File: config.mk
export PLATFORM = sky130hd
export DESIGN_NAME = cache_bus1_responder_flat
export DESIGN_NICKNAME = d
export VERILOG_FILES = /design/src/rtl/cache_bus1_responder_if.sv /design/src/rtl/cache_bus1_responder.sv /design/src/flat_wrapper.sv
export SDC_FILE = /design/constraint.sdc
export NUM_CORES = 1
export LEC_CHECK = 0
export ABC_AREA = 1
export BUFFER_PORTS_ARGS = -buffer_cell sky130_fd_sc_hd__buf_2
export CAP_MARGIN = 20
export CORE_MARGIN = 5
export CORE_UTILIZATION = 51
export CTS_CLUSTER_DIAMETER = 50
export DETAILED_ROUTE_END_ITERATION = 12
export PLACE_DENSITY = 0.79
export SYNTH_ARGS = -nofsm -noshare
export SYNTH_HDL_FRONTEND = slang
export SYNTH_SLANG_ARGS = --single-unit
File: constraint.sdc
create_clock -name clk -period 2.9 [get_ports clk]
set_clock_uncertainty 0.05 [all_clocks]
set_input_delay 0.145 -clock clk [delete_from_list [all_inputs] [get_ports clk]]
set_output_delay 0.145 -clock clk [all_outputs]
set_load 0.005 [all_outputs]
File: src/rtl/cache_bus1_responder_if.sv
// Bus-1 responder port bundle: CPU-side split tri-state bus plus the cache-core
// request/ack handshake. "slave" is the responder view, "master" the CPU/core view.
interface cache_bus1_responder_if #(
  parameter int TAGSET_W = 15,
  parameter int OFFSET_W = 4,
  parameter int DATA_W   = 16,
  parameter int CTR_W    = 3
);
  logic [TAGSET_W-1:0] a1_in;
  logic [DATA_W-1:0]   d1_in;
  logic [CTR_W-1:0]    c1_in;
  logic [DATA_W-1:0]   d1_out;
  logic                d1_oe;
  logic [CTR_W-1:0]    c1_out;
  logic                c1_oe;
  logic                core_req;
  logic [CTR_W-1:0]    core_op;
  logic [TAGSET_W-1:0] core_tagset;
  logic [OFFSET_W-1:0] core_offset;
  logic [31:0]         core_wdata;
  logic                core_ack;
  logic [31:0]         core_rdata;
  logic                busy;

  modport slave (
    input  a1_in, d1_in, c1_in, core_ack, core_rdata,
    output d1_out, d1_oe, c1_out, c1_oe, core_req, core_op,
           core_tagset, core_offset, core_wdata, busy
  );

  modport master (
    output a1_in, d1_in, c1_in, core_ack, core_rdata,
    input  d1_out, d1_oe, c1_out, c1_oe, core_req, core_op,
           core_tagset, core_offset, core_wdata, busy
  );
endinterface

File: src/rtl/cache_bus1_responder.sv
// Cache-side bus-1 responder: decodes the two-beat CPU command, runs one core
// request, drives the RESPONSE beat(s) and hands the bus back to the CPU.
module cache_bus1_responder #(
  parameter int TAGSET_W = 15,
  parameter int OFFSET_W = 4,
  parameter int DATA_W   = 16,
  parameter int CTR_W    = 3
) (
  input logic clk,
  input logic rst_n,
  cache_bus1_responder_if.slave bus
);

  localparam logic [CTR_W-1:0] OP_NOP      = CTR_W'(3'd0);
  localparam logic [CTR_W-1:0] OP_READ8    = CTR_W'(3'd1);
  localparam logic [CTR_W-1:0] OP_READ16   = CTR_W'(3'd2);
  localparam logic [CTR_W-1:0] OP_READ32   = CTR_W'(3'd3);
  localparam logic [CTR_W-1:0] OP_INV_LINE = CTR_W'(3'd4);
  localparam logic [CTR_W-1:0] OP_WRITE8   = CTR_W'(3'd5);
  localparam logic [CTR_W-1:0] OP_WRITE16  = CTR_W'(3'd6);
  localparam logic [CTR_W-1:0] OP_WRITE32  = CTR_W'(3'd7);
  localparam logic [CTR_W-1:0] OP_RESPONSE = CTR_W'(3'd7);

  typedef enum logic [2:0] {
    ST_IDLE  = 3'd0,
    ST_ADDR2 = 3'd1,
    ST_TURN  = 3'd2,
    ST_OWN   = 3'd3,
    ST_RESP1 = 3'd4,
    ST_RESP2 = 3'd5,
    ST_REL   = 3'd6
  } state_t;

  state_t              state_r, state_next_s;
  logic [CTR_W-1:0]    op_r, op_next_s;
  logic [TAGSET_W-1:0] tagset_r, tagset_next_s;
  logic [OFFSET_W-1:0] offset_r, offset_next_s;
  logic [31:0]         wdata_r, wdata_next_s;
  logic [31:0]         rdata_r, rdata_next_s;

  logic                c1_oe_r, c1_oe_next_s;
  logic [CTR_W-1:0]    c1_out_r, c1_out_next_s;
  logic                d1_oe_r, d1_oe_next_s;
  logic [DATA_W-1:0]   d1_out_r, d1_out_next_s;
  logic                req_r, req_next_s;
  logic                busy_r, busy_next_s;

  // Next-state and latch-update logic for the command/response sequence
  always_comb begin
    state_next_s  = state_r;
    op_next_s     = op_r;
    tagset_next_s = tagset_r;
    offset_next_s = offset_r;
    wdata_next_s  = wdata_r;
    rdata_next_s  = rdata_r;
    case (state_r)
      ST_IDLE: begin
        // Case-inequality so an X/Z command still starts a transaction
        if (bus.c1_in !== OP_NOP) begin
          op_next_s     = bus.c1_in;
          tagset_next_s = bus.a1_in;
          case (bus.c1_in)
            OP_WRITE8:              wdata_next_s = {24'd0, bus.d1_in[7:0]};
            OP_WRITE16, OP_WRITE32: wdata_next_s = 32'(bus.d1_in);
            default:                wdata_next_s = wdata_r;
          endcase
          if (bus.c1_in == OP_INV_LINE) begin
            state_next_s = ST_TURN;
          end else begin
            state_next_s = ST_ADDR2;
          end
        end else begin
          state_next_s = ST_IDLE;
        end
      end
      ST_ADDR2: begin
        offset_next_s = bus.a1_in[OFFSET_W-1:0];
        if (op_r == OP_WRITE32) begin
          wdata_next_s = {16'(bus.d1_in), wdata_r[15:0]};
        end else begin
          wdata_next_s = wdata_r;
        end
        state_next_s = ST_TURN;
      end
      ST_TURN: state_next_s = ST_OWN;
      ST_OWN: begin
        if (bus.core_ack) begin
          rdata_next_s = bus.core_rdata;
          state_next_s = ST_RESP1;
        end else begin
          state_next_s = ST_OWN;
        end
      end
      ST_RESP1: begin
        if (op_r == OP_READ32) begin
          state_next_s = ST_RESP2;
        end else begin
          state_next_s = ST_REL;
        end
      end
      ST_RESP2: state_next_s = ST_REL;
      ST_REL:   state_next_s = ST_IDLE;
      default:  state_next_s = ST_IDLE;
    endcase
  end

  // Output decode from the upcoming state so every output leaves a flop
  always_comb begin
    c1_oe_next_s  = 1'b0;
    c1_out_next_s = OP_NOP;
    d1_oe_next_s  = 1'b0;
    d1_out_next_s = '0;
    req_next_s    = 1'b0;
    busy_next_s   = (state_next_s != ST_IDLE);
    case (state_next_s)
      ST_OWN: begin
        c1_oe_next_s = 1'b1;
        req_next_s   = 1'b1;
      end
      ST_RESP1: begin
        c1_oe_next_s  = 1'b1;
        c1_out_next_s = OP_RESPONSE;
        case (op_next_s)
          OP_READ8: begin
            d1_oe_next_s  = 1'b1;
            d1_out_next_s = DATA_W'(rdata_next_s[7:0]);
          end
          OP_READ16, OP_READ32: begin
            d1_oe_next_s  = 1'b1;
            d1_out_next_s = DATA_W'(rdata_next_s[15:0]);
          end
          default: begin
            d1_oe_next_s  = 1'b0;
            d1_out_next_s = '0;
          end
        endcase
      end
      ST_RESP2: begin
        c1_oe_next_s  = 1'b1;
        c1_out_next_s = OP_RESPONSE;
        d1_oe_next_s  = 1'b1;
        d1_out_next_s = DATA_W'(rdata_next_s[31:16]);
      end
      default: begin
        c1_oe_next_s = 1'b0;
        req_next_s   = 1'b0;
      end
    endcase
  end

  // State, latched request fields and registered outputs
  always_ff @(posedge clk or negedge rst_n) begin
    if (!rst_n) begin
      state_r  <= ST_IDLE;
      op_r     <= '0;
      tagset_r <= '0;
      offset_r <= '0;
      wdata_r  <= 32'd0;
      rdata_r  <= 32'd0;
      c1_oe_r  <= 1'b0;
      c1_out_r <= OP_NOP;
      d1_oe_r  <= 1'b0;
      d1_out_r <= '0;
      req_r    <= 1'b0;
      busy_r   <= 1'b0;
    end else begin
      state_r  <= state_next_s;
      op_r     <= op_next_s;
      tagset_r <= tagset_next_s;
      offset_r <= offset_next_s;
      wdata_r  <= wdata_next_s;
      rdata_r  <= rdata_next_s;
      c1_oe_r  <= c1_oe_next_s;
      c1_out_r <= c1_out_next_s;
      d1_oe_r  <= d1_oe_next_s;
      d1_out_r <= d1_out_next_s;
      req_r    <= req_next_s;
      busy_r   <= busy_next_s;
    end
  end

  assign bus.c1_oe       = c1_oe_r;
  assign bus.c1_out      = c1_out_r;
  assign bus.d1_oe       = d1_oe_r;
  assign bus.d1_out      = d1_out_r;
  assign bus.core_req    = req_r;
  assign bus.core_op     = op_r;
  assign bus.core_tagset = tagset_r;
  assign bus.core_offset = offset_r;
  assign bus.core_wdata  = wdata_r;
  assign bus.busy        = busy_r;

endmodule

File: src/flat_wrapper.sv
// flat-port wrapper written by rule: the top's interface ports become plain ports
module cache_bus1_responder_flat 
#(
  parameter int TAGSET_W = 15,
  parameter int OFFSET_W = 4,
  parameter int DATA_W   = 16,
  parameter int CTR_W    = 3
)
  (clk, rst_n, bus_a1_in, bus_d1_in, bus_c1_in, bus_core_ack, bus_core_rdata, bus_d1_out, bus_d1_oe, bus_c1_out, bus_c1_oe, bus_core_req, bus_core_op, bus_core_tagset, bus_core_offset, bus_core_wdata, bus_busy);
  cache_bus1_responder_if #(.TAGSET_W(TAGSET_W), .OFFSET_W(OFFSET_W), .DATA_W(DATA_W), .CTR_W(CTR_W)) bus_i ();
  input logic clk;
  input logic rst_n;
  input wire logic [$bits(bus_i.a1_in)-1:0] bus_a1_in;
  input wire logic [$bits(bus_i.d1_in)-1:0] bus_d1_in;
  input wire logic [$bits(bus_i.c1_in)-1:0] bus_c1_in;
  input wire logic [$bits(bus_i.core_ack)-1:0] bus_core_ack;
  input wire logic [$bits(bus_i.core_rdata)-1:0] bus_core_rdata;
  output wire logic [$bits(bus_i.d1_out)-1:0] bus_d1_out;
  output wire logic [$bits(bus_i.d1_oe)-1:0] bus_d1_oe;
  output wire logic [$bits(bus_i.c1_out)-1:0] bus_c1_out;
  output wire logic [$bits(bus_i.c1_oe)-1:0] bus_c1_oe;
  output wire logic [$bits(bus_i.core_req)-1:0] bus_core_req;
  output wire logic [$bits(bus_i.core_op)-1:0] bus_core_op;
  output wire logic [$bits(bus_i.core_tagset)-1:0] bus_core_tagset;
  output wire logic [$bits(bus_i.core_offset)-1:0] bus_core_offset;
  output wire logic [$bits(bus_i.core_wdata)-1:0] bus_core_wdata;
  output wire logic [$bits(bus_i.busy)-1:0] bus_busy;
  assign bus_i.a1_in = bus_a1_in;
  assign bus_i.d1_in = bus_d1_in;
  assign bus_i.c1_in = bus_c1_in;
  assign bus_i.core_ack = bus_core_ack;
  assign bus_i.core_rdata = bus_core_rdata;
  assign bus_d1_out = bus_i.d1_out;
  assign bus_d1_oe = bus_i.d1_oe;
  assign bus_c1_out = bus_i.c1_out;
  assign bus_c1_oe = bus_i.c1_oe;
  assign bus_core_req = bus_i.core_req;
  assign bus_core_op = bus_i.core_op;
  assign bus_core_tagset = bus_i.core_tagset;
  assign bus_core_offset = bus_i.core_offset;
  assign bus_core_wdata = bus_i.core_wdata;
  assign bus_busy = bus_i.busy;
  cache_bus1_responder #(.TAGSET_W(TAGSET_W), .OFFSET_W(OFFSET_W), .DATA_W(DATA_W), .CTR_W(CTR_W)) u_core (.clk(clk), .rst_n(rst_n), .bus(bus_i));
endmodule
# --- After elaboration in Yosys (flattened, before gate mapping) ---
# Cells that the tools add are included.
op_classes:
  add_sub_neg: 0
  n_mul: 0
  n_div: 0
  magnitude_cmp: 0
  n_eq_ne: 21
  n_shift: 0
  n_mux: 20
  n_bitwise: 1
  reduce_logical: 12
op_table:
  columns: ["op", "n"]
  rows:
  - ["2-to-1 mux 32 bit", 4]
  - ["one-hot mux 32 bit (2 select lines)", 2]
  - ["one-hot mux 16 bit (2 select lines)", 2]
  - ["equality test 3 bit (second input constant)", 9]
  - ["equality test 3 x 2 -> 1 bit (second input constant)", 6]
  - ["one-hot mux 3 bit (6 select lines)", 1]
  - ["2-to-1 mux 3 bit", 4]
  - ["AND reduction 4 bit", 2]
  - ["equality test 3 x 1 -> 1 bit (second input constant)", 2]
  - ["2-to-1 mux 2 bit", 3]
  - ["OR reduction 2 bit", 3]
  - ["OR reduction 3 bit", 2]
  - ["!= test 2 x 1 -> 1 bit (second input constant)", 2]
  - ["nonzero test 2 bit", 2]
  - ["logical NOT 3 bit", 1]
  - ["2-to-1 mux 1 bit", 3]
  - ["!= test 3 bit (second input constant)", 1]
  - ["case inequality test 3 x 1 -> 1 bit (second input constant)", 1]
  - ["nonzero test 3 bit", 1]
  - ["one-hot mux 1 bit (2 select lines)", 1]
  - ["AND reduction 2 bit", 1]
  - ["NOT 1 bit", 1]
totals:
  ff_bits: 112
  latch_bits: 0
  ramBits: 0
  mem_bits_ro: 0
  inputBits: 69
  out_inout_bits: 77
  wordCells: 67
  mem_count: 0

# --- Logic depth before layout (Yosys ltp) ---
# Gate-level depths: netlist (run 1).
depth:
  word_depth: 7
  depth_mapped: 10
  depth_no_buf: 9

# --- Least setup slack after synthesis (run 1) ---
# Ideal clock, no wire load.
synth_timing:
  path_kind: "flip-flop to flip-flop"
  from: "register u_core.state_r[1]"
  to: "register u_core.d1_out_r[0] (netlist: u_core.bus.d1_out[0])"
  setup_ns: 0.065
  arrival_ns: 1.235
  t_required_ns: 2.785
  path_slack_ns: 1.550
  path_stages_with_launch: 11
  path_buffers: 1
  period_less_slack_ns: 1.350
  path_cell_list: "dfrtp_1 -> inv_2 -> nand2_2 -> nor2_4 -> nand2_2 -> buf_6 -> nand2_1 -> nand2_2 -> nand2_4 -> nand4_1 -> nand2_1"
synth_via:
  elab_chain_cells: 6
  elab_cells_between_ends: 17
  classes_between: "eq/ne (10); mux (5); reduce/logical (2)"
synth_rtl:
  columns: ["item", "line", "source"]
  rows:
  - ["from (decl)", "cache_bus1_responder.sv:34", "state_t state_r, state_next_s;"]
  - ["from (signal assigned)", "cache_bus1_responder.sv:167", "state_r <= state_next_s;"]
  - ["logical NOT 3 bit", "cache_bus1_responder.sv:56", "case (state_r)"]
  - ["2-to-1 mux 3 bit", "cache_bus1_responder.sv:56", null]
  - ["equality test 3 x 2 -> 1 bit", "cache_bus1_responder.sv:123", "case (op_next_s)"]
  - ["OR reduction 2 bit", null, null]
  - ["one-hot mux 16 bit (2 select lines)", "cache_bus1_responder.sv:123", null]
  - ["one-hot mux 16 bit (2 select lines) *", "cache_bus1_responder.sv:115", "case (state_next_s)"]
  - ["named net u_core.d1_out_next_s[0]", "cache_bus1_responder.sv:44", "logic [DATA_W-1:0] d1_out_r, d1_out_next_s;"]
  - ["to (signal assigned)", "cache_bus1_responder.sv:176", "d1_out_r <= d1_out_next_s;"]
  - ["to (decl)", "cache_bus1_responder.sv:44", null]
# The timed path passes the listed nets; every way through them passes the cells marked *.
# A chain may end at the register's enable or synchronous reset.

# --- Final worst setup path (run 1) ---
layout_timing:
  from: "register u_core.state_r[2]"
  to: "register u_core.d1_out_r[5] (netlist: u_core.bus.d1_out[5])"
layout_via:
  elab_cells_between_ends: 17
  classes_between: "eq/ne (10); mux (5); reduce/logical (2)"
layout_rtl:
  columns: ["item", "line", "source"]
  rows:
  - ["equality test 3 x 2 -> 1 bit", "cache_bus1_responder.sv:56", null]
  - ["2-to-1 mux 32 bit", "cache_bus1_responder.sv:56", null]
  - ["named net u_core.rdata_next_s[5]", "cache_bus1_responder.sv:39", "logic [31:0] rdata_r, rdata_next_s;"]
  - ["one-hot mux 16 bit (2 select lines)", "cache_bus1_responder.sv:123", null]
  - ["one-hot mux 16 bit (2 select lines)", "cache_bus1_responder.sv:115", null]
  - ["named net u_core.d1_out_next_s[5]", "cache_bus1_responder.sv:44", null]
# The timed path passes the listed nets, and every way through them passes these cells.

==> impl_results.html, run 1 <==
<table>
<tr><th>Metric</th><th>Value</th></tr>
<tr><th colspan="2">Route</th></tr>
<tr><td>Total Routed Length</td><td>11100 microns</td></tr>
<tr><td>Vias/cell</td><td>4.96</td></tr>
<tr><td>Detailed router's first-iteration violation count</td><td>145</td></tr>
<tr><td>Length of the first detailed-routing pass in iterations</td><td>4</td></tr>
<tr><td>Post-detailed-route wirelength per cell</td><td>14.6 microns</td></tr>
<tr><td>DRC violation count after routing</td><td>0</td></tr>
<tr><td>Vias post-DR</td><td>3775</td></tr>
<tr><td>Count of nets left with antenna violations after detail routing</td><td>0</td></tr>
<tr><th colspan="2">Clocking</th></tr>
<tr><td>CTS H-Tree Depth</td><td>3</td></tr>
<tr><td># clock sinks</td><td>110</td></tr>
<tr><td>Clock tree from TritonCTS</td><td>built</td></tr>
<tr><td>Worst skew pair latency</td><td>360 ps</td></tr>
<tr><td>CTS max path bufs</td><td>2</td></tr>
<tr><td>Clock-pin slew on the worst setup and hold paths</td><td>120 ps</td></tr>
<tr><td>Buffers inserted during post-CTS setup optimization</td><td>0</td></tr>
<tr><td>TritonCTS buffer count</td><td>9</td></tr>
<tr><td>Library cell used as clock root buffer</td><td>clkbuf_8</td></tr>
<tr><th colspan="2">Logic synthesis</th></tr>
<tr><td>Ys Warns</td><td>0</td></tr>
<tr><td>Number of flip-flops and latches in the synthesized netlist</td><td>110</td></tr>
<tr><td>Fraction of registers with async set or reset after synthesis</td><td>100%</td></tr>
<tr><td>Area of the mapped netlist</td><td>0.00441 sq mm</td></tr>
<tr><td>Mapped Cells</td><td>448</td></tr>
<tr><td>Seq/Total Area, Yosys</td><td>62.4%</td></tr>
<tr><td>Average footprint of a synthesized cell</td><td>9.84 sq um</td></tr>
<tr><td>Top cells by area, synth</td><td>dfrtp_1, nand2_1, o21ai_0</td></tr>
<tr><td>Number of distinct library cell variants in the gate-level netlist after synthesis</td><td>28</td></tr>
<tr><td>Number of enable-type register cells in the synthesized netlist</td><td>0</td></tr>
<tr><td>Library cell occupying the most area in the post-synthesis netlist</td><td>dfrtp_1</td></tr>
<tr><td>Library cell with the highest instance count after synthesis</td><td>nand2_1</td></tr>
<tr><td>Synthesized netlist net count</td><td>517</td></tr>
<tr><td>Leading register cell type out of synthesis</td><td>dfrtp_1</td></tr>
<tr><td>Commonest cells in the synthesized netlist</td><td>nand2_1, dfrtp_1, inv_1</td></tr>
<tr><td>Post-synth top area share</td><td>62.4%</td></tr>
<tr><th colspan="2">Floorplanning</th></tr>
<tr><td># rows</td><td>34</td></tr>
<tr><td>Initial core utilization</td><td>51.3%</td></tr>
<tr><td>I/O pin count</td><td>146</td></tr>
<tr><td>Core outline area</td><td>0.00859 sq mm</td></tr>
<tr><td>Y dimension of the die</td><td>103 microns</td></tr>
<tr><td>Die extent in x</td><td>103 microns</td></tr>
<tr><td>Total die area</td><td>0.0106 sq mm</td></tr>
<tr><th colspan="2">Critical path</th></tr>
<tr><td>Total stage count of the critical path</td><td>7</td></tr>
<tr><td>Data arrival time at the worst-slack endpoint</td><td>2410 ps</td></tr>
<tr><td>Count of cells along the worst register-to-register path</td><td>7</td></tr>
<tr><td>Highest cell delay on the worst timing path</td><td>640 ps</td></tr>
<tr><td>RR Startpoint</td><td>u_core.state_r[2]$_DFF_PN0_</td></tr>
<tr><td>CP delay by family, top</td><td>simple AND/OR/NAND/NOR gates</td></tr>
<tr><td>CP max FO</td><td>49</td></tr>
<tr><td>Critical path, cell by cell</td><td>nor2_2 -&gt; nand2_4 -&gt; inv_2 -&gt; nand2_1 -&gt; nand2_1 -&gt; nand4_1 -&gt; nand2_1</td></tr>
<tr><td>Highest-delay cell along the critical path</td><td>inv_2</td></tr>
<tr><td>Launch point of the worst path</td><td>u_core.state_r[2]$_DFF_PN0_</td></tr>
<tr><td>Kind of start point of the critical path</td><td>register</td></tr>
<tr><td>Crit Path Category</td><td>register to register</td></tr>
<tr><td>Number of buffer and inverter instances along the worst setup path</td><td>1</td></tr>
<tr><td>Element type at the critical path end</td><td>register</td></tr>
<tr><td>Required time of the critical path</td><td>3160 ps</td></tr>
<tr><td>Most numerous cell on the critical path</td><td>nand2_1</td></tr>
<tr><th colspan="2">GRT</th></tr>
<tr><td>GR Layer Usage met1</td><td>27.3%</td></tr>
<tr><td>Global-route met2 utilization</td><td>36.6%</td></tr>
<tr><td>Via count of the first global-routing pass</td><td>3772</td></tr>
<tr><td>Total congestion overflow</td><td>0</td></tr>
<tr><td>Antenna violations before repair</td><td>0</td></tr>
<tr><td>Busiest layer in global routing</td><td>met2</td></tr>
<tr><td>Global router's overall resource usage</td><td>21.7%</td></tr>
<tr><td>Pin count of the biggest net entering global routing</td><td>58</td></tr>
<tr><td>Global-route wire length before repair</td><td>18000 microns</td></tr>
<tr><td>Global routing met3 resource utilization</td><td>4.40%</td></tr>
<tr><th colspan="2">Run</th></tr>
<tr><td>Max capacitance violation total</td><td>0</td></tr>
<tr><th colspan="2">Power and ir drop</th></tr>
<tr><td>Leakage power summed over all cells</td><td>0.00334 uW</td></tr>
<tr><td>Pwr/cell area</td><td>892 mW/mm^2</td></tr>
<tr><td>Worst vdd ir</td><td>0.508 mV</td></tr>
<tr><td>Overall power after layout</td><td>5340 uW</td></tr>
<tr><th colspan="2">Timing</th></tr>
<tr><td>RSZ-0062 raised after global routing</td><td>no</td></tr>
<tr><td>Highest achievable clock rate</td><td>464 MHz</td></tr>
<tr><td>Transition time of the tightest slew-check pin</td><td>863 ps</td></tr>
<tr><td>Final setup violation count</td><td>0</td></tr>
<tr><td>Clock period minus worst slack</td><td>2150 ps</td></tr>
<tr><td>Max-Slew Margin vs Limit</td><td>42.4%</td></tr>
<tr><td>Max-slew violation count</td><td>0</td></tr>
<tr><td>Hold violation total from the final report</td><td>0</td></tr>
<tr><td>Total negative slack</td><td>0 ps</td></tr>
<tr><td>Fraction of the cycle the final worst path needs</td><td>74.3%</td></tr>
<tr><th colspan="2">Placement</th></tr>
<tr><td>Quantity of I/O buffers inserted on ports</td><td>145</td></tr>
<tr><td>Gpl congestion</td><td>0.821</td></tr>
<tr><td>Detail Placement HPWL</td><td>7110 microns</td></tr>
<tr><th colspan="2">Hold path</th></tr>
<tr><td>Startpoint of the worst hold path</td><td>bus_d1_in[11]</td></tr>
<tr><td>Class of the most critical hold timing path</td><td>input port to register</td></tr>
<tr><td>Worst hold stages</td><td>3</td></tr>
<tr><th colspan="2">Cells and area</th></tr>
<tr><td>FILL cells</td><td>685</td></tr>
<tr><td>Signed area change from the synthesized netlist to the final layout</td><td>35.6%</td></tr>
<tr><td>Area of the multi-input gates</td><td>0.00140 sq mm</td></tr>
<tr><td>Antenna diode instance count</td><td>0</td></tr>
<tr><td>Count of nets after finishing</td><td>717</td></tr>
<tr><td>Reg area</td><td>0.00275 sq mm</td></tr>
<tr><td>Fraction of final layout cells sized beyond drive strength 1</td><td>29.9%</td></tr>
<tr><th colspan="2">Run status</th></tr>
<tr><td>Status</td><td>finished clean</td></tr>
</table>
==> state kept, by name, summed over array words and instances (netlist names) <==
| name | cells |
|---|---|
| u_core.bus.core_tagset | 15 |
| u_core.bus.c1_out | 1 |
| u_core.bus.c1_oe | 1 |
| u_core.bus.busy | 1 |
| u_core.bus.d1_out | 16 |
| u_core.bus.core_wdata | 32 |
| u_core.bus.core_offset | 4 |
| u_core.bus.core_op | 3 |
| u_core.bus.d1_oe | 1 |
| u_core.rdata_r | 32 |
| u_core.bus.core_req | 1 |
| u_core.state_r | 3 |
==> cell type report <==
cell class                 instances  share of cell area [%]
clock buffer                      12                    2.59
clock inverter                     4                   0.628
inverter                          38                    2.38
multi-input combinational        282                    23.4
sequential                       110                    46.0
tap                              108                    2.26
timing repair buffer             207                    22.7
==> layer usage <==
| metal | vias to the layer above | wire length, microns |
|---|---|---|
| met5 | - | 0 |
| met2 | 138 | 5620 |
| met4 | 0 | 303 |
| met3 | 33 | 731 |
| li1 | 1807 | - |
| met1 | 1797 | 4460 |
==> through the flow <==
step	setup WS, ps	util, %	instances	hold WS [ps]	cell area, sq um
2_1_floorplan	1550	-	448	-201	4410
3_3_place_gp	869	60.3	684	173	5180
3_5_place_dp	795	60.3	684	182	5180
4_1_cts	776	69.6	761	2.67	5980
5_1_grt	510	69.6	761	7.21	5980
6_report	746	69.6	761	13.6	5980
==> worst paths after layout <==
path	endpoint	slack (ps)
min	u_core.bus.core_wdata[27]$_DFFE_PN0P_	10
max	u_core.bus.d1_out[5]$_DFF_PN0_	750
max reg2reg	u_core.bus.d1_out[5]$_DFF_PN0_	750
max in group asynchronous	u_core.bus.core_wdata[11]$_DFFE_PN0P_	1730
min in group asynchronous	u_core.rdata_r[5]$_DFF_PN0_	320
min reg2reg	u_core.rdata_r[11]$_DFF_PN0_	430
==> cells by family (layout without fill, tap and decap cells) <==
family	after synthesis	count (layout)	synth area share, %
AND/OR/NAND/NOR	225	225	22.4
flip-flops	110	110	62.4
buffers and inverters	56	261	5.85
multiplexers	11	11	2.81
AO/OA/AOI/OAI	46	46	6.56
==> cell usage in the layout, fill, tap and decap left out, drive strengths merged <==
cell | netlist | final
nor2 | 9 | 9
dfrtp | 110 | 110
nand3 | 13 | 13
buf | 18 | 146
o211ai | 1 | 1
nand4 | 9 | 9
a31oi | 1 | 1
nor3 | 3 | 3
o21ai | 34 | 34
a21oi | 1 | 1
clkinv | 0 | 1
o21bai | 1 | 1
clkbuf | 0 | 12
dlygate4sd3 | 0 | 61
nand2 | 189 | 189
o31ai | 8 | 8
inv | 38 | 41
nand3b | 2 | 2
mux2 | 11 | 11
==> power by group <==
part           switching, uW  internal [uW]  leakage [uW]  total [uW]
logic                   1180            826       0.00182        2010
clock network            529            375     0.0000995         904
registers                280           2140       0.00141        2420
==> tightest hold or removal path: stages <==
cell and delay, ps:
buf_2 100, inv_1 60, o21ai_0 80
==> timing repair <==
| action | CTS | global route |
|---|---|---|
| hold endpoints to repair | 121 | 0 |
| hold buffers | 61 | 0 |
| gates resized for setup | 0 | 0 |
(Power assumes the default switching activity.)
==> run 2: changes to the inputs <==
- CORE_UTILIZATION: 51 -> 50
- PLACE_DENSITY: 0.79 -> 0.77
- clock period: 2.9 -> 2.1 ns (I/O delays scaled with it)
==> run 2 against run 1 <==
Effect of this change:
- combinational power grew 41%
- sequential power grew 39%
- non-clock buffer count grew 10
- utilization grew 0.38 points
- clock power grew 37%
- clock-buffer cell count is the same
- largest cell class unchanged
- highest routed layer unchanged
==> impl_results.html, run 2 (synthesized netlist as in run 1, its figures left out) <==
<table>
<tr><th>Metric</th><th>Value</th></tr>
<tr><th colspan="2">Run status</th></tr>
<tr><td>Status</td><td>finished clean</td></tr>
<tr><th colspan="2">GRT</th></tr>
<tr><td>Global-route wire length before repair</td><td>19100 microns (+6.4%)</td></tr>
<tr><td>Via count of the first global-routing pass</td><td>3902 (+3.4%)</td></tr>
<tr><td>Global-route met2 utilization</td><td>37.1% (+0.51 points)</td></tr>
<tr><td>Global routing met3 resource utilization</td><td>5.09% (+0.69 points)</td></tr>
<tr><td>Global router's overall resource usage</td><td>21.5% (-0.11 points)</td></tr>
<tr><td>Antenna violations before repair</td><td>0 (unchanged)</td></tr>
<tr><td>Total congestion overflow</td><td>0 (unchanged)</td></tr>
<tr><td>Pin count of the biggest net entering global routing</td><td>50 (-14%)</td></tr>
<tr><td>GR Layer Usage met1</td><td>26.0% (-1.4 points)</td></tr>
<tr><td>Busiest layer in global routing</td><td>met2</td></tr>
<tr><th colspan="2">Cells and area</th></tr>
<tr><td>Count of nets after finishing</td><td>727 (+1.4%)</td></tr>
<tr><td>Fraction of final layout cells sized beyond drive strength 1</td><td>30.2% (+0.35 points)</td></tr>
<tr><td>Area of the multi-input gates</td><td>0.00140 sq mm (unchanged)</td></tr>
<tr><td>Antenna diode instance count</td><td>0 (unchanged)</td></tr>
<tr><td>Signed area change from the synthesized netlist to the final layout</td><td>37.7%</td></tr>
<tr><td>Most frequent cells in the layout</td><td>nand2_1, buf_2, dfrtp_1</td></tr>
<tr><td>Reg area</td><td>0.00275 sq mm (unchanged)</td></tr>
<tr><td>Most common cell after layout, fill and taps aside</td><td>nand2_1</td></tr>
<tr><td>FILL cells</td><td>660 (-3.6%)</td></tr>
<tr><th colspan="2">Critical path</th></tr>
<tr><td>Required time of the critical path</td><td>2300 ps (-860 ps)</td></tr>
<tr><td>R2R Path End</td><td>u_core.bus.core_wdata[14]$_DFFE_PN0P_</td></tr>
<tr><td>Kind of start point of the critical path</td><td>register</td></tr>
<tr><td>Slack of the worst reg-to-reg path</td><td>330 ps (-410 ps)</td></tr>
<tr><td>Critical path, cell by cell</td><td>inv_2 -&gt; nand2_1 -&gt; nor3_2 -&gt; inv_1 -&gt; nand2_1 -&gt; o31ai_1</td></tr>
<tr><td>Highest cell delay on the worst timing path</td><td>590 ps (-50 ps)</td></tr>
<tr><td>Data arrival time at the worst-slack endpoint</td><td>1970 ps (-440 ps)</td></tr>
<tr><td>Element type at the critical path end</td><td>register</td></tr>
<tr><td>CP max FO</td><td>32 (-35%)</td></tr>
<tr><td>Most numerous cell on the critical path</td><td>nand2_1</td></tr>
<tr><td>Highest-delay cell along the critical path</td><td>inv_1</td></tr>
<tr><td>Launch point of the worst path</td><td>u_core.state_r[2]$_DFF_PN0_</td></tr>
<tr><td>Crit Path Category</td><td>register to register</td></tr>
<tr><td>Count of cells along the worst register-to-register path</td><td>6 (-1)</td></tr>
<tr><td>RR Startpoint</td><td>u_core.state_r[2]$_DFF_PN0_</td></tr>
<tr><th colspan="2">Route</th></tr>
<tr><td>DRC violation count after routing</td><td>0 (unchanged)</td></tr>
<tr><td>Length of the first detailed-routing pass in iterations</td><td>4 (unchanged)</td></tr>
<tr><td>Count of nets left with antenna violations after detail routing</td><td>0 (unchanged)</td></tr>
<tr><td>Total Routed Length</td><td>11400 microns (+2.3%)</td></tr>
<tr><td>Vias/cell</td><td>4.84 (-2.5%)</td></tr>
<tr><td>Vias post-DR</td><td>3724 (-1.4%)</td></tr>
<tr><td>Post-detailed-route wirelength per cell</td><td>14.8 microns (+1.1%)</td></tr>
<tr><td>Detailed router's first-iteration violation count</td><td>258 (+78%)</td></tr>
<tr><th colspan="2">Timing</th></tr>
<tr><td>RSZ-0062 raised after global routing</td><td>no</td></tr>
<tr><td>Hold violation total from the final report</td><td>0 (unchanged)</td></tr>
<tr><td>Hold slack final</td><td>44.5 ps (+30.9 ps)</td></tr>
<tr><td>Clock period minus worst slack</td><td>1770 ps (-385 ps)</td></tr>
<tr><td>Highest achievable clock rate</td><td>565 MHz (+22%)</td></tr>
<tr><td>Worst path setup slack after routing</td><td>331 ps (-415 ps)</td></tr>
<tr><td>Total negative slack</td><td>0 ps (unchanged)</td></tr>
<tr><td>Max-slew violation count</td><td>0 (unchanged)</td></tr>
<tr><td>Transition time of the tightest slew-check pin</td><td>811 ps (-52.4 ps)</td></tr>
<tr><td>Fraction of the cycle the final worst path needs</td><td>84.2% (+9.9 points)</td></tr>
<tr><td>Max-Slew Margin vs Limit</td><td>45.9% (+3.5 points)</td></tr>
<tr><td>Final setup violation count</td><td>0 (unchanged)</td></tr>
<tr><th colspan="2">Hold path</th></tr>
<tr><td>Class of the most critical hold timing path</td><td>input port to register</td></tr>
<tr><td>Destination of the worst hold path</td><td>u_core.state_r[1]$_DFF_PN0_</td></tr>
<tr><td>Startpoint of the worst hold path</td><td>bus_c1_in[0]</td></tr>
<tr><td>Worst hold stages</td><td>4 (+1)</td></tr>
<tr><th colspan="2">Floorplanning</th></tr>
<tr><td># rows</td><td>34 (unchanged)</td></tr>
<tr><td>Initial core utilization</td><td>50.8% (-0.50 points)</td></tr>
<tr><td>Die extent in x</td><td>104 microns (+0.90%)</td></tr>
<tr><td>I/O pin count</td><td>146 (unchanged)</td></tr>
<tr><td>Total die area</td><td>0.0108 sq mm (+1.8%)</td></tr>
<tr><td>Y dimension of the die</td><td>104 microns (+0.90%)</td></tr>
<tr><td>Core outline area</td><td>0.00868 sq mm (+0.99%)</td></tr>
<tr><th colspan="2">Clocking</th></tr>
<tr><td>CTS H-Tree Depth</td><td>3 (unchanged)</td></tr>
<tr><td>Library cell used as clock root buffer</td><td>clkbuf_8</td></tr>
<tr><td>Clock-pin slew on the worst setup and hold paths</td><td>100 ps (-20 ps)</td></tr>
<tr><td>CTS max path bufs</td><td>2 (unchanged)</td></tr>
<tr><td>Clock tree from TritonCTS</td><td>built</td></tr>
<tr><td>Resize count post-CTS</td><td>0 (unchanged)</td></tr>
<tr><td>Worst skew pair latency</td><td>360 ps (about the same)</td></tr>
<tr><td># clock sinks</td><td>110 (unchanged)</td></tr>
<tr><td>TritonCTS buffer count</td><td>9 (unchanged)</td></tr>
<tr><th colspan="2">Power and ir drop</th></tr>
<tr><td>Worst vdd ir</td><td>0.733 mV (+44%)</td></tr>
<tr><td>Overall power after layout</td><td>7450 uW (+40%)</td></tr>
<tr><td>Leakage power summed over all cells</td><td>0.00337 uW (+1.2%)</td></tr>
<tr><td>Pwr/cell area</td><td>1230 mW/mm^2 (+37%)</td></tr>
<tr><th colspan="2">Placement</th></tr>
<tr><td>Detail Placement HPWL</td><td>7390 microns (+3.9%)</td></tr>
<tr><td>Gpl congestion</td><td>0.790 (-3.7%)</td></tr>
<tr><td>Worst setup timing slack at the placement stage</td><td>379 ps (-416 ps)</td></tr>
<tr><td>Quantity of I/O buffers inserted on ports</td><td>145 (unchanged)</td></tr>
<tr><th colspan="2">Run</th></tr>
<tr><td>Max capacitance violation total</td><td>0 (unchanged)</td></tr>
</table>
-- run 2: through the flow --
stage | cell area, sq um | utilization, % | cells
4_1_cts | 6070 | 70.0 | 770
6_report | 6070 | 70.0 | 770
2_1_floorplan | 4410 | - | 448
3_5_place_dp | 5240 | 60.4 | 691
5_1_grt | 6070 | 70.0 | 770
3_3_place_gp | 5240 | 60.4 | 691
-- run 2: layer usage --
layer | share of wire [%] | vias up
met3 | 5.8 | 27
met2 | 50 | 124
met5 | 0 | -
met4 | 2.9 | 0
li1 | - | 1830
met1 | 41 | 1743
-- run 2: worst max path at each step --
stage | end | slack, ps | cells after the start
floorplan | u_core.bus.d1_out[0]$_DFF_PN0_ | 750 | 10
global placement | u_core.bus.core_wdata[0]$_DFFE_PN0P_ | 460 | 5
detailed placement | u_core.bus.core_wdata[7]$_DFFE_PN0P_ | 380 | 5
CTS | u_core.bus.core_wdata[12]$_DFFE_PN0P_ | 350 | 6
global route | u_core.bus.core_wdata[8]$_DFFE_PN0P_ | 120 | 5
finish | u_core.bus.core_wdata[14]$_DFFE_PN0P_ | 330 | 6
-- run 2: layout make-up --
cell class	instances	area share (%)
Timing Repair Buffer	217	23.9
Multi-Input combinational cell	282	23.0
Clock buffer	12	2.39
Tap cell	108	2.22
Sequential cell	110	45.3
Inverter	38	2.35
Clock inverter	3	0.742
-- run 2: timing repair --
item                                   CTS  global route
buffers inserted                         0             0
endpoints found under the hold margin  129             0
setup endpoints to repair                0             0
hold buffers                            64             0
-- run 2: power by group --
part / internal (uW) / leakage, uW / switching, uW / total (uW)
combinational: 1190 / 0.00187 / 1640 / 2830
clock: 580 / 0.0000887 / 665 / 1240
sequential: 2960 / 0.00141 / 409 / 3370
total: 4730 / 0.00337 / 2710 / 7450
-- run 2: critical path: cells and delay by family (launching register included) --
kind            cells  cell delay, ps
buf+inv             2             660
flops               1             530
simple gates        3             300
compound gates      1             110
==> run 3: changes to the inputs <==
- CORE_UTILIZATION: 50 -> 45
- PLACE_DENSITY: 0.77 -> 0.73
- clock period: 2.1 -> 1.5 ns (I/O delays scaled with it)
==> run 3 against run 2 <==
Effect of this change:
- combinational power up 67%
- global-route usage is 1.5 points lower
- register-to-register slack worse by 320 ps
- clock-buffer cell count fell by 3
- utilization is 3.4 points lower
- critical path depth is 3 higher
- total power rose by 49%
- worst hold slack gained 41 ps
- critical path type unchanged
==> impl_results.html, run 3 (synthesized netlist as in run 1, its figures left out) <==
<table>
<tr><th>Metric</th><th>Value</th></tr>
<tr><th colspan="2">Timing</th></tr>
<tr><td>Clock period minus worst slack</td><td>1490 ps (-280 ps)</td></tr>
<tr><td>Fraction of the cycle the final worst path needs</td><td>99.3% (+15 points)</td></tr>
<tr><td>Transition time of the tightest slew-check pin</td><td>580 ps (-231 ps)</td></tr>
<tr><td>Max-Slew Margin vs Limit</td><td>61.3% (+15 points)</td></tr>
<tr><td>Highest achievable clock rate</td><td>672 MHz (+19%)</td></tr>
<tr><td>Final setup violation count</td><td>0 (unchanged)</td></tr>
<tr><td>Max-slew violation count</td><td>0 (unchanged)</td></tr>
<tr><td>RSZ-0062 raised after global routing</td><td>yes</td></tr>
<tr><td>Worst path setup slack after routing</td><td>11.0 ps (-320 ps)</td></tr>
<tr><td>Hold slack final</td><td>85.5 ps (+41.0 ps)</td></tr>
<tr><td>Hold violation total from the final report</td><td>0 (unchanged)</td></tr>
<tr><th colspan="2">Cells and area</th></tr>
<tr><td>Count of nets after finishing</td><td>743 (+2.2%)</td></tr>
<tr><td>Fraction of final layout cells sized beyond drive strength 1</td><td>35.6% (+5.4 points)</td></tr>
<tr><td>FILL cells</td><td>746 (+13%)</td></tr>
<tr><td>Antenna diode instance count</td><td>0 (unchanged)</td></tr>
<tr><td>Most frequent cells in the layout</td><td>nand2_1, buf_2, dfrtp_1</td></tr>
<tr><td>Signed area change from the synthesized netlist to the final layout</td><td>46.3%</td></tr>
<tr><td>Most common cell after layout, fill and taps aside</td><td>nand2_1</td></tr>
<tr><td>Final design utilization</td><td>66.6% (-3.4 points)</td></tr>
<tr><th colspan="2">GRT</th></tr>
<tr><td>Via count of the first global-routing pass</td><td>3917 (+0.38%)</td></tr>
<tr><td>Total congestion overflow</td><td>0 (unchanged)</td></tr>
<tr><td>Global router's overall resource usage</td><td>20.0% (-1.5 points)</td></tr>
<tr><td>Pin count of the biggest net entering global routing</td><td>111 (+120%)</td></tr>
<tr><td>Antenna violations before repair</td><td>0 (unchanged)</td></tr>
<tr><td>Global-route wire length before repair</td><td>18500 microns (-3.3%)</td></tr>
<tr><th colspan="2">Run</th></tr>
<tr><td>Max capacitance violation total</td><td>0 (unchanged)</td></tr>
<tr><th colspan="2">Route</th></tr>
<tr><td>Met3 routed WL</td><td>731 microns (+10%)</td></tr>
<tr><td>Total Routed Length</td><td>11800 microns (+3.8%)</td></tr>
<tr><td>Met1 layer wirelength in the final routing</td><td>4740 microns (+1.9%)</td></tr>
<tr><td>Length of the first detailed-routing pass in iterations</td><td>4 (unchanged)</td></tr>
<tr><td>Post-detailed-route wirelength per cell</td><td>14.5 microns (-1.5%)</td></tr>
<tr><td>Vias/cell</td><td>4.77 (-1.4%)</td></tr>
<tr><td>Count of nets left with antenna violations after detail routing</td><td>0 (unchanged)</td></tr>
<tr><td>Vias post-DR</td><td>3871 (+3.9%)</td></tr>
<tr><td>DRC violation count after routing</td><td>0 (unchanged)</td></tr>
<tr><td>Max Used Layer</td><td>met4</td></tr>
<tr><td>Met2 wire len</td><td>5980 microns (+4.8%)</td></tr>
<tr><td>Detailed router's first-iteration violation count</td><td>179 (-31%)</td></tr>
<tr><th colspan="2">Hold path</th></tr>
<tr><td>Destination of the worst hold path</td><td>u_core.bus.core_op[0]$_DFF_PN0_</td></tr>
<tr><td>Startpoint of the worst hold path</td><td>bus_c1_in[0]</td></tr>
<tr><td>Worst hold stages</td><td>5 (+1)</td></tr>
<tr><td>Class of the most critical hold timing path</td><td>input port to register</td></tr>
<tr><th colspan="2">Placement</th></tr>
<tr><td>Quantity of I/O buffers inserted on ports</td><td>145 (unchanged)</td></tr>
<tr><td>Gpl congestion</td><td>0.813 (+2.8%)</td></tr>
<tr><td>Detail Placement HPWL</td><td>7290 microns (-1.3%)</td></tr>
<tr><td>Worst setup timing slack at the placement stage</td><td>-127 ps (-506 ps)</td></tr>
<tr><th colspan="2">Clocking</th></tr>
<tr><td>Library cell used as clock root buffer</td><td>clkbuf_8</td></tr>
<tr><td>Worst skew pair latency</td><td>360 ps (about the same)</td></tr>
<tr><td>CTS H-Tree Depth</td><td>3 (unchanged)</td></tr>
<tr><td>Clock tree from TritonCTS</td><td>built</td></tr>
<tr><td>TritonCTS buffer count</td><td>9 (unchanged)</td></tr>
<tr><td>Clock-pin slew on the worst setup and hold paths</td><td>100 ps (about the same)</td></tr>
<tr><td># clock sinks</td><td>110 (unchanged)</td></tr>
<tr><td>CTS max path bufs</td><td>2 (unchanged)</td></tr>
<tr><th colspan="2">Power and ir drop</th></tr>
<tr><td>Overall power after layout</td><td>11100 uW (+49%)</td></tr>
<tr><td>Worst vdd ir</td><td>0.825 mV (+13%)</td></tr>
<tr><td>Reported net switching power</td><td>4170 uW (+54%)</td></tr>
<tr><td>Leakage power summed over all cells</td><td>0.00350 uW (+3.8%)</td></tr>
<tr><td>Part of the power in registers</td><td>42.6% (-2.7 points)</td></tr>
<tr><td>Combinational share of power</td><td>42.8% (+4.8 points)</td></tr>
<tr><td>Total internal power</td><td>6880 uW (+45%)</td></tr>
<tr><td>Net Sw Frac</td><td>37.7% (+1.3 points)</td></tr>
<tr><td>Pwr/cell area</td><td>1710 mW/mm^2 (+40%)</td></tr>
<tr><td>Fraction of power consumed by the clock network</td><td>14.6% (-2.1 points)</td></tr>
<tr><th colspan="2">Critical path</th></tr>
<tr><td>Element type at the critical path end</td><td>register</td></tr>
<tr><td>R2R Path End</td><td>u_core.bus.d1_out[10]$_DFF_PN0_</td></tr>
<tr><td>Count of cells along the worst register-to-register path</td><td>9 (+3)</td></tr>
<tr><td>Kind of start point of the critical path</td><td>register</td></tr>
<tr><td>RR Startpoint</td><td>u_core.state_r[0]$_DFF_PN0_</td></tr>
<tr><td>CP max FO</td><td>8 (-75%)</td></tr>
<tr><td>Data arrival time at the worst-slack endpoint</td><td>1750 ps (-220 ps)</td></tr>
<tr><td>Highest-delay cell along the critical path</td><td>dfrtp_2</td></tr>
<tr><td>Slack of the worst reg-to-reg path</td><td>10 ps (-320 ps)</td></tr>
<tr><td>Required time of the critical path</td><td>1760 ps (-540 ps)</td></tr>
<tr><td>CP delay by family, top</td><td>simple AND/OR/NAND/NOR gates</td></tr>
<tr><td>Number of buffer and inverter instances along the worst setup path</td><td>1 (-1)</td></tr>
<tr><td>Most numerous cell on the critical path</td><td>nand2_2</td></tr>
<tr><td>Critical path, cell by cell</td><td>inv_2 -&gt; nand2_2 -&gt; nor2_4 -&gt; nand2_2 -&gt; nand2_2 -&gt; nand2_4 -&gt; nor2_8 -&gt; nand3_2 -&gt; nand2_1</td></tr>
<tr><td>Highest cell delay on the worst timing path</td><td>460 ps (-130 ps)</td></tr>
<tr><td>Crit Path Category</td><td>register to register</td></tr>
<tr><th colspan="2">Floorplanning</th></tr>
<tr><td>I/O pin count</td><td>146 (unchanged)</td></tr>
<tr><td>Die extent in x</td><td>109 microns (+4.9%)</td></tr>
<tr><td>Core outline area</td><td>0.00968 sq mm (+12%)</td></tr>
<tr><td>Initial core utilization</td><td>45.5% (-5.3 points)</td></tr>
<tr><td>Total die area</td><td>0.0119 sq mm (+10%)</td></tr>
<tr><td>Y dimension of the die</td><td>109 microns (+4.9%)</td></tr>
<tr><td># rows</td><td>36 (+5.9%)</td></tr>
<tr><th colspan="2">Run status</th></tr>
<tr><td>Status</td><td>finished clean</td></tr>
</table>
-- run 3: cell types whose count changed in the layout (fill, tap and decap cells not counted), sizes merged --
| cell | change |
|---|---|
| dlygate4sd3 | +2 |
| inv | +1 |
| bufinv | -1 |
| buf | +12 |
| clkinv | +3 |
| clkinvlp | +1 |
| nand3b | +1 |
| clkbuf | -2 |
-- run 3: worst reg2reg max path: stages, from the launching register on --
cell and delay, ps:
dfrtp_2 460, inv_2 80, nand2_2 60, nor2_4 150, nand2_2 100, nand2_2 90
nand2_4 80, nor2_8 200, nand3_2 100, nand2_1 70
-- run 3: power by group through the flow --
stage	Sequential (uW)	Combinational, uW	Clock (uW)
6_report	4710	4730	1610
2_1_floorplan	4760	2330	0
3_5_place_dp	4750	4020	0
5_1_grt	4850	5240	1790
3_3_place_gp	4680	3900	0
4_1_cts	4710	4320	1650
-- run 3: area by class of cell --
type	instances	area, sq um	area share [%]
well taps	133	166	2.58
repair buffers	232	1660	25.7
flip-flops and latches	110	2760	42.7
multi-input cells	283	1560	24.1
clock buffers	9	124	1.92
inverters	38	145	2.25
clock inverters	7	50.0	0.776
-- run 3: timing repair --
item	4_1_cts	5_1_grt
buffers inserted	1	7
gates cloned	0	2
endpoints found under the setup margin	41	60
hold endpoints to repair	211	0
pin swaps	2	2
gates resized for setup	8	33
hold buffers	66	0
-- run 3: through the flow --
step | setup TNS, ps | instance area (sq um) | instances
after floorplan | 0 | 4410 | 448
after global placement | -148 | 5350 | 720
after detailed placement | -1260 | 5350 | 720
after CTS | -32.9 | 6240 | 803
after global routing | -1360 | 6450 | 812
final | 0 | 6450 | 812
-- run 3: how the worst max path moves through the flow --
stage / startpoint / endpoint / slack (ps) / cells after the start
after global placement: u_core.state_r[1]$_DFF_PN0_ / u_core.bus.d1_out[9]$_DFF_PN0_ / -30 / 7
after floorplan: u_core.state_r[1]$_DFF_PN0_ / u_core.bus.d1_out[0]$_DFF_PN0_ / 150 / 10
after CTS: u_core.state_r[1]$_DFF_PN0_ / u_core.bus.core_wdata[13]$_DFFE_PN0P_ / -20 / 6
after global routing: u_core.state_r[0]$_DFF_PN0_ / u_core.bus.d1_out[13]$_DFF_PN0_ / -80 / 9
after detailed placement: u_core.state_r[1]$_DFF_PN0_ / u_core.bus.d1_out[9]$_DFF_PN0_ / -130 / 7
final: u_core.state_r[0]$_DFF_PN0_ / u_core.bus.d1_out[10]$_DFF_PN0_ / 10 / 9
-- run 3: routing by layer --
layer  track usage, %  vias up
met5                0        -
met4             9.83        0
met1             25.1     1841
li1                 -     1871
met2             33.1      133
met3             4.03       26
